--- src/rtl/updown_counter_gen.sv ---
// Parametrised up/down counter with programmable modulus, enable prescaler,
// parallel load, synchronous clear, wrap/saturate mode and terminal-count pulse.
module updown_counter_gen #(
    parameter int WIDTH    = 8,
    parameter int MAX_VAL  = (2 ** WIDTH) - 1,
    parameter int PRESCALE = 1
) (
    input  logic             clk,
    input  logic             rst_n,
    input  logic             en,
    input  logic             up,
    input  logic             sat,
    input  logic             clr,
    input  logic             load,
    input  logic [WIDTH-1:0] load_val,
    output logic [WIDTH-1:0] count,
    output logic             tc
);

    localparam int PS_W = (PRESCALE > 1) ? $clog2(PRESCALE) : 1;

    localparam logic [WIDTH-1:0] MAX_C   = WIDTH'(MAX_VAL);
    localparam logic [WIDTH-1:0] ZERO_C  = {WIDTH{1'b0}};
    localparam logic [WIDTH-1:0] ONE_C   = {{(WIDTH-1){1'b0}}, 1'b1};
    localparam logic [PS_W-1:0]  PS_LAST = PS_W'(PRESCALE - 1);
    localparam logic [PS_W-1:0]  PS_ZERO = {PS_W{1'b0}};
    localparam logic [PS_W-1:0]  PS_ONE  = {{(PS_W-1){1'b0}}, 1'b1};

    logic [WIDTH-1:0] count_q, count_d;
    logic [PS_W-1:0]  ps_q, ps_d;
    logic             tc_q, tc_d;
    logic             tick_s;
    logic             at_bound_s;
    logic [WIDTH-1:0] load_clamp_s;

    assign tick_s       = en & (ps_q == PS_LAST);
    // "Bound" is direction dependent: the top when counting up, zero when counting down.
    assign at_bound_s   = up ? (count_q == MAX_C) : (count_q == ZERO_C);
    assign load_clamp_s = (load_val > MAX_C) ? MAX_C : load_val;

    // Next-state: clr beats load beats a prescaled count step.
    always_comb begin
        count_d = count_q;
        ps_d    = ps_q;
        tc_d    = 1'b0;
        if (clr) begin
            count_d = ZERO_C;
            ps_d    = PS_ZERO;
        end else if (load) begin
            count_d = load_clamp_s;
            ps_d    = PS_ZERO;
        end else if (en) begin
            if (tick_s) begin
                ps_d = PS_ZERO;
                // Blocked saturate steps pulse tc exactly like wrap events.
                tc_d = at_bound_s;
                case ({up, at_bound_s})
                    2'b11:   count_d = sat ? count_q : ZERO_C;
                    2'b10:   count_d = count_q + ONE_C;
                    2'b01:   count_d = sat ? count_q : MAX_C;
                    2'b00:   count_d = count_q - ONE_C;
                    default: count_d = count_q;
                endcase
            end else begin
                ps_d = ps_q + PS_ONE;
            end
        end else begin
            count_d = count_q;
            ps_d    = ps_q;
        end
    end

    // State registers; the asynchronous reset overrides any in-flight update.
    always_ff @(posedge clk or negedge rst_n) begin
        if (!rst_n) begin
            count_q <= ZERO_C;
            ps_q    <= PS_ZERO;
            tc_q    <= 1'b0;
        end else begin
            count_q <= count_d;
            ps_q    <= ps_d;
            tc_q    <= tc_d;
        end
    end

    assign count = count_q;
    assign tc    = tc_q;

endmodule

--- config.mk ---
export PLATFORM = sky130hd
export DESIGN_NAME = updown_counter_gen
export DESIGN_NICKNAME = d
export VERILOG_FILES = /design/src/rtl/updown_counter_gen.sv
export SDC_FILE = /design/constraint.sdc
export NUM_CORES = 1
export LEC_CHECK = 0
export CORE_MARGIN = 8
export CORE_UTILIZATION = 40
export CTS_BUF_LIST = sky130_fd_sc_hd__clkbuf_4 sky130_fd_sc_hd__clkbuf_8
export CTS_CLUSTER_SIZE = 25
export DETAILED_ROUTE_END_ITERATION = 12
export GPL_ROUTABILITY_DRIVEN = 1
export PLACE_DENSITY = 0.79
export SLEW_MARGIN = 15
export SYNTH_ARGS = -nofsm -noshare
export SYNTH_HDL_FRONTEND = slang
export SYNTH_SLANG_ARGS = --single-unit
--- constraint.sdc ---
create_clock -name clk -period 3 [get_ports clk]
set_input_delay 0.6 -clock clk [delete_from_list [all_inputs] [get_ports clk]]
set_output_delay 0.6 -clock clk [all_outputs]
set_load 0.02 [all_outputs]
==> impl_metrics.py <==
metrics = {
    "status": {
        "run_status": "complete, no violations",
    },
    "finish": {
        "post-route-cell-area_sq_mm": 0.001267,
        "fill_cell_instance_count_of_the_final_layout": 204,
        "fin_cells": 160,
        "finalCoreUtilization_pct": 58.42,
        "layout-drive-gt1-share_pct": 18.18,
        "finish.net_count": 155,
        "most_frequent_standard_cell_in_the_layout_excluding_fill_and_tap_cells": "sky130_fd_sc_hd__clkdlybuf4s50_1",
        "layout_common_cells": "sky130_fd_sc_hd__clkdlybuf4s50_1 (23), sky130_fd_sc_hd__a21oi_1 (10), sky130_fd_sc_hd__o21ai_0 (10), sky130_fd_sc_hd__dfrtp_1 (10), sky130_fd_sc_hd__buf_4 (10)",
        "area_growth_pct": 39.53,
        "diodes": 0,
    },
    "clock_network": {
        "clock_path_buffers": 2,
        "cts_made_buffers": 3,
        "tritoncts": "done",
        "clkLatencyLatePin_ns": 0.27,
        "cts_setup_buffers": 0,
        "cts_root_buf": "sky130_fd_sc_hd__clkbuf_4",
        "clk_slew_on_worst_s_h_paths_ns": 0.08,
        "clock-sinks": 10,
        "h-tree-depth": 1,
    },
    "worst_setup_path": {
        "setup.worst_path.end_class": "register",
        "critPathLaunchType": "register",
        "cp_data_required_time_ns": 3.16,
        "timing.critical_path.from": "count[5]",
        "cp.arrival_ns": 2.99,
        "worstSetupPathType": "reg2reg",
        "worst-path-max-fanout": 5,
        "worst_r2r_startpoint": "count[5]",
    },
    "route": {
        "routed_via_density": 5.600,
        "drt-wirelength-per-cell_um": 15.94,
        "drcViolationCount": 0,
        "route.final.wire_length_mm": 2.551,
        "drt-pass1-iter-count": 4,
        "drt.antenna.violating_nets": 0,
        "vias": 896,
        "drt-initial-drc-count": 17,
    },
    "worst_hold_path": {
        "holdCritPathClass": "reg2reg",
        "timing.hold.worst.start": "ps_q",
    },
    "sta": {
        "finalMaxSlewViolations": 0,
        "fin_crit_sh_pct": 94.36,
        "rsz_0062_raised_after_global_routing": "false",
        "max_slew_margin_pct": 68.50,
        "timing.final.crit_period_ns": 2.831,
        "tightest_slew_ns": 0.4710,
        "finalSetupViolCount": 0,
        "hold_viol_final": 0,
        "skew_ns": 0.007246,
        "maxClockFrequency_mhz": 353.3,
        "fin_setup_tns_ns": 0,
    },
    "power_and_ir_drop": {
        "power_frac_comb_pct": 52.1,
        "sw_frac_of_total_pct": 38.03,
        "internal_power_uw": 386.7,
        "share_seq_of_total_power_pct": 28.1,
        "p_leak_nw": 0.5587,
        "power.share.clock_pct": 19.8,
        "power_density_mw_per_mm2": 492.3,
        "totalPowerFinal_uw": 623.9,
        "irDropWorstVdd_v": 0.0002935,
        "netSwitchingPower_uw": 237.3,
    },
    "yosys": {
        "synth.avg_cell_area_sq_um": 9.269,
        "synth_fp_nets": 120,
        "syn-cell-area_sq_um": 908.4,
        "yosys.cell_types.count": 38,
        "ys_warn_count": 0,
        "ys_seq_elements": 10,
        "postSynthCellCount": 98,
        "yosysSeqAreaShare_pct": 27.55,
    },
    "grt": {
        "first_pass_grt_wire_length_mm": 4.271,
        "grt_start_max_net_pins": 14,
        "antenna_found_initial": 0,
        "remaining_overflow_grt": 0,
        "grtUsageTotal_pct": 12.92,
        "number_of_global_route_vias_before_repair": 906,
    },
    "floorplanning": {
        "pin_count": 24,
        "die-area_sq_mm": 0.004052,
        "horizontal_die_dimension_um": 63.66,
        "placementRows": 17,
        "initial_core_util_pct": 41.87,
        "die_y_um": 63.66,
        "floorplan.core_area_sq_mm": 0.002170,
    },
    "placement": {
        "gp_congestion": 0.8231,
        "port_buffers": 23,
        "detailed_place_hpwl_mm": 2.026,
        "postPlaceCellArea_sq_mm": 0.001222,
        "place_inst": 156,
    },
    "job": {
        "max_cap_viol_count": 0,
    },
}
cell type report:
type | count | area (sq um) | share of cell area, %
inverter | 3 | 11.26 | 0.8884
tap | 28 | 35.03 | 2.764
sequential | 10 | 250.2 | 19.74
multi-input combinational | 82 | 629.4 | 49.65
clock buffer | 4 | 36.28 | 2.863
timing repair buffer | 33 | 305.3 | 24.09
Yosys cell counts:
cell	n	area share [%]
sky130_fd_sc_hd__a211o_1	1	0.96
sky130_fd_sc_hd__a211oi_1	2	1.7
sky130_fd_sc_hd__a21o_1	3	2.5
sky130_fd_sc_hd__a21oi_1	10	5.5
sky130_fd_sc_hd__a21oi_2	2	1.9
sky130_fd_sc_hd__a22o_1	4	3.9
sky130_fd_sc_hd__a31oi_4	1	2.3
sky130_fd_sc_hd__a32o_1	1	1.1
sky130_fd_sc_hd__and2_1	1	0.69
sky130_fd_sc_hd__and2b_1	1	0.83
sky130_fd_sc_hd__and2b_2	1	0.96
sky130_fd_sc_hd__and3b_1	1	0.96
sky130_fd_sc_hd__buf_6	2	2.5
sky130_fd_sc_hd__clkbuf_1	1	0.41
sky130_fd_sc_hd__dfrtp_1	10	28
sky130_fd_sc_hd__fa_1	1	2.2
sky130_fd_sc_hd__ha_1	6	8.3
sky130_fd_sc_hd__inv_1	3	1.2
sky130_fd_sc_hd__mux2i_1	1	1.1
sky130_fd_sc_hd__nand2_1	7	2.9
sky130_fd_sc_hd__nand3_1	2	1.1
sky130_fd_sc_hd__nor2_1	3	1.2
sky130_fd_sc_hd__nor2_2	1	0.69
sky130_fd_sc_hd__nor2b_1	3	2.1
sky130_fd_sc_hd__nor3_1	3	1.7
sky130_fd_sc_hd__nor4_2	2	2.8
sky130_fd_sc_hd__nor4_4	1	2.3
sky130_fd_sc_hd__nor4b_1	1	0.96
sky130_fd_sc_hd__o21a_1	1	0.83
sky130_fd_sc_hd__o21ai_0	10	5.5
sky130_fd_sc_hd__o21ai_4	1	1.8
sky130_fd_sc_hd__o21bai_1	2	1.7
sky130_fd_sc_hd__o41ai_1	1	0.96
sky130_fd_sc_hd__or2_2	1	0.69
sky130_fd_sc_hd__or3_1	1	0.69
sky130_fd_sc_hd__or4_1	1	0.83
sky130_fd_sc_hd__xnor2_1	2	1.9
sky130_fd_sc_hd__xor2_1	3	2.9
what timing repair did:
| item | CTS | global route |
|---|---|---|
| endpoints found under the setup margin | 0 | 1 |
| hold buffers | 0 | 0 |
| resized for setup | 0 | 1 |
power by group through the flow:
stage / Combinational, mW / Clock [mW] / Sequential [mW]
floorplan: 0.173 / 0 / 0.198
global placement: 0.313 / 0 / 0.173
detailed placement: 0.320 / 0 / 0.173
CTS: 0.321 / 0.124 / 0.171
global route: 0.354 / 0.132 / 0.179
finish: 0.325 / 0.124 / 0.175
state kept, by name, summed over array words and instances (netlist names):
name	count
ps_q	1
count	8
tc	1
metrics by stage:
step / hold WS, ns / setup slack (ns)
floorplan: 0.3044 / 0.2958
global placement: 0.4236 / 0.1004
detailed placement: 0.4430 / -0.02306
CTS: 0.4529 / 0.1553
global route: 0.4692 / 0.0005493
finish: 0.4541 / 0.1693
worst max-delay path: stages, from the launching register on:
cell and delay (ns):
sky130_fd_sc_hd__dfrtp_1 0.47, sky130_fd_sc_hd__nor4_4 0.36, sky130_fd_sc_hd__a21oi_1 0.17, sky130_fd_sc_hd__buf_4 0.17, sky130_fd_sc_hd__fa_1 0.38, sky130_fd_sc_hd__a211oi_1 0.25, sky130_fd_sc_hd__o21bai_1 0.11, sky130_fd_sc_hd__a21oi_1 0.18
sky130_fd_sc_hd__xnor2_1 0.08, sky130_fd_sc_hd__or3_1 0.31, sky130_fd_sc_hd__a32o_1 0.25
worst paths after layout:
check	endpoint	cells after the start	slack [ns]
setup / recovery	count[6]	10	0.17
hold / removal	tc	1	0.45
setup reg to reg	count[6]	10	0.17
hold reg to reg	tc	1	0.45
max in group asynchronous	count[0]	1	2.02
min in group asynchronous	count[6]	1	0.65
per-layer routing:
layer	global-route usage [%]	part of all wire (%)	vias to the layer above
met5	0	0	-
met4	5.014	1.7	0
met3	2.650	4.5	4
met2	21.29	47	28
met1	15.94	47	428
li1	-	-	436
cells by family (layout without fill, tap and decap cells):
logic type	Yosys count	in the layout	share of synthesized area [%]
flip-flops	10	10	27.55
adder cells (fa/ha/maj)	7	7	10.47
AND/OR/NAND/NOR	30	30	21.35
AO/OA/AOI/OAI	39	39	30.58
multiplexers	1	1	1.102
buffers and inverters	6	40	4.132
XOR/XNOR	5	5	4.822
Note: power is estimated with default switching activity, not from simulation.
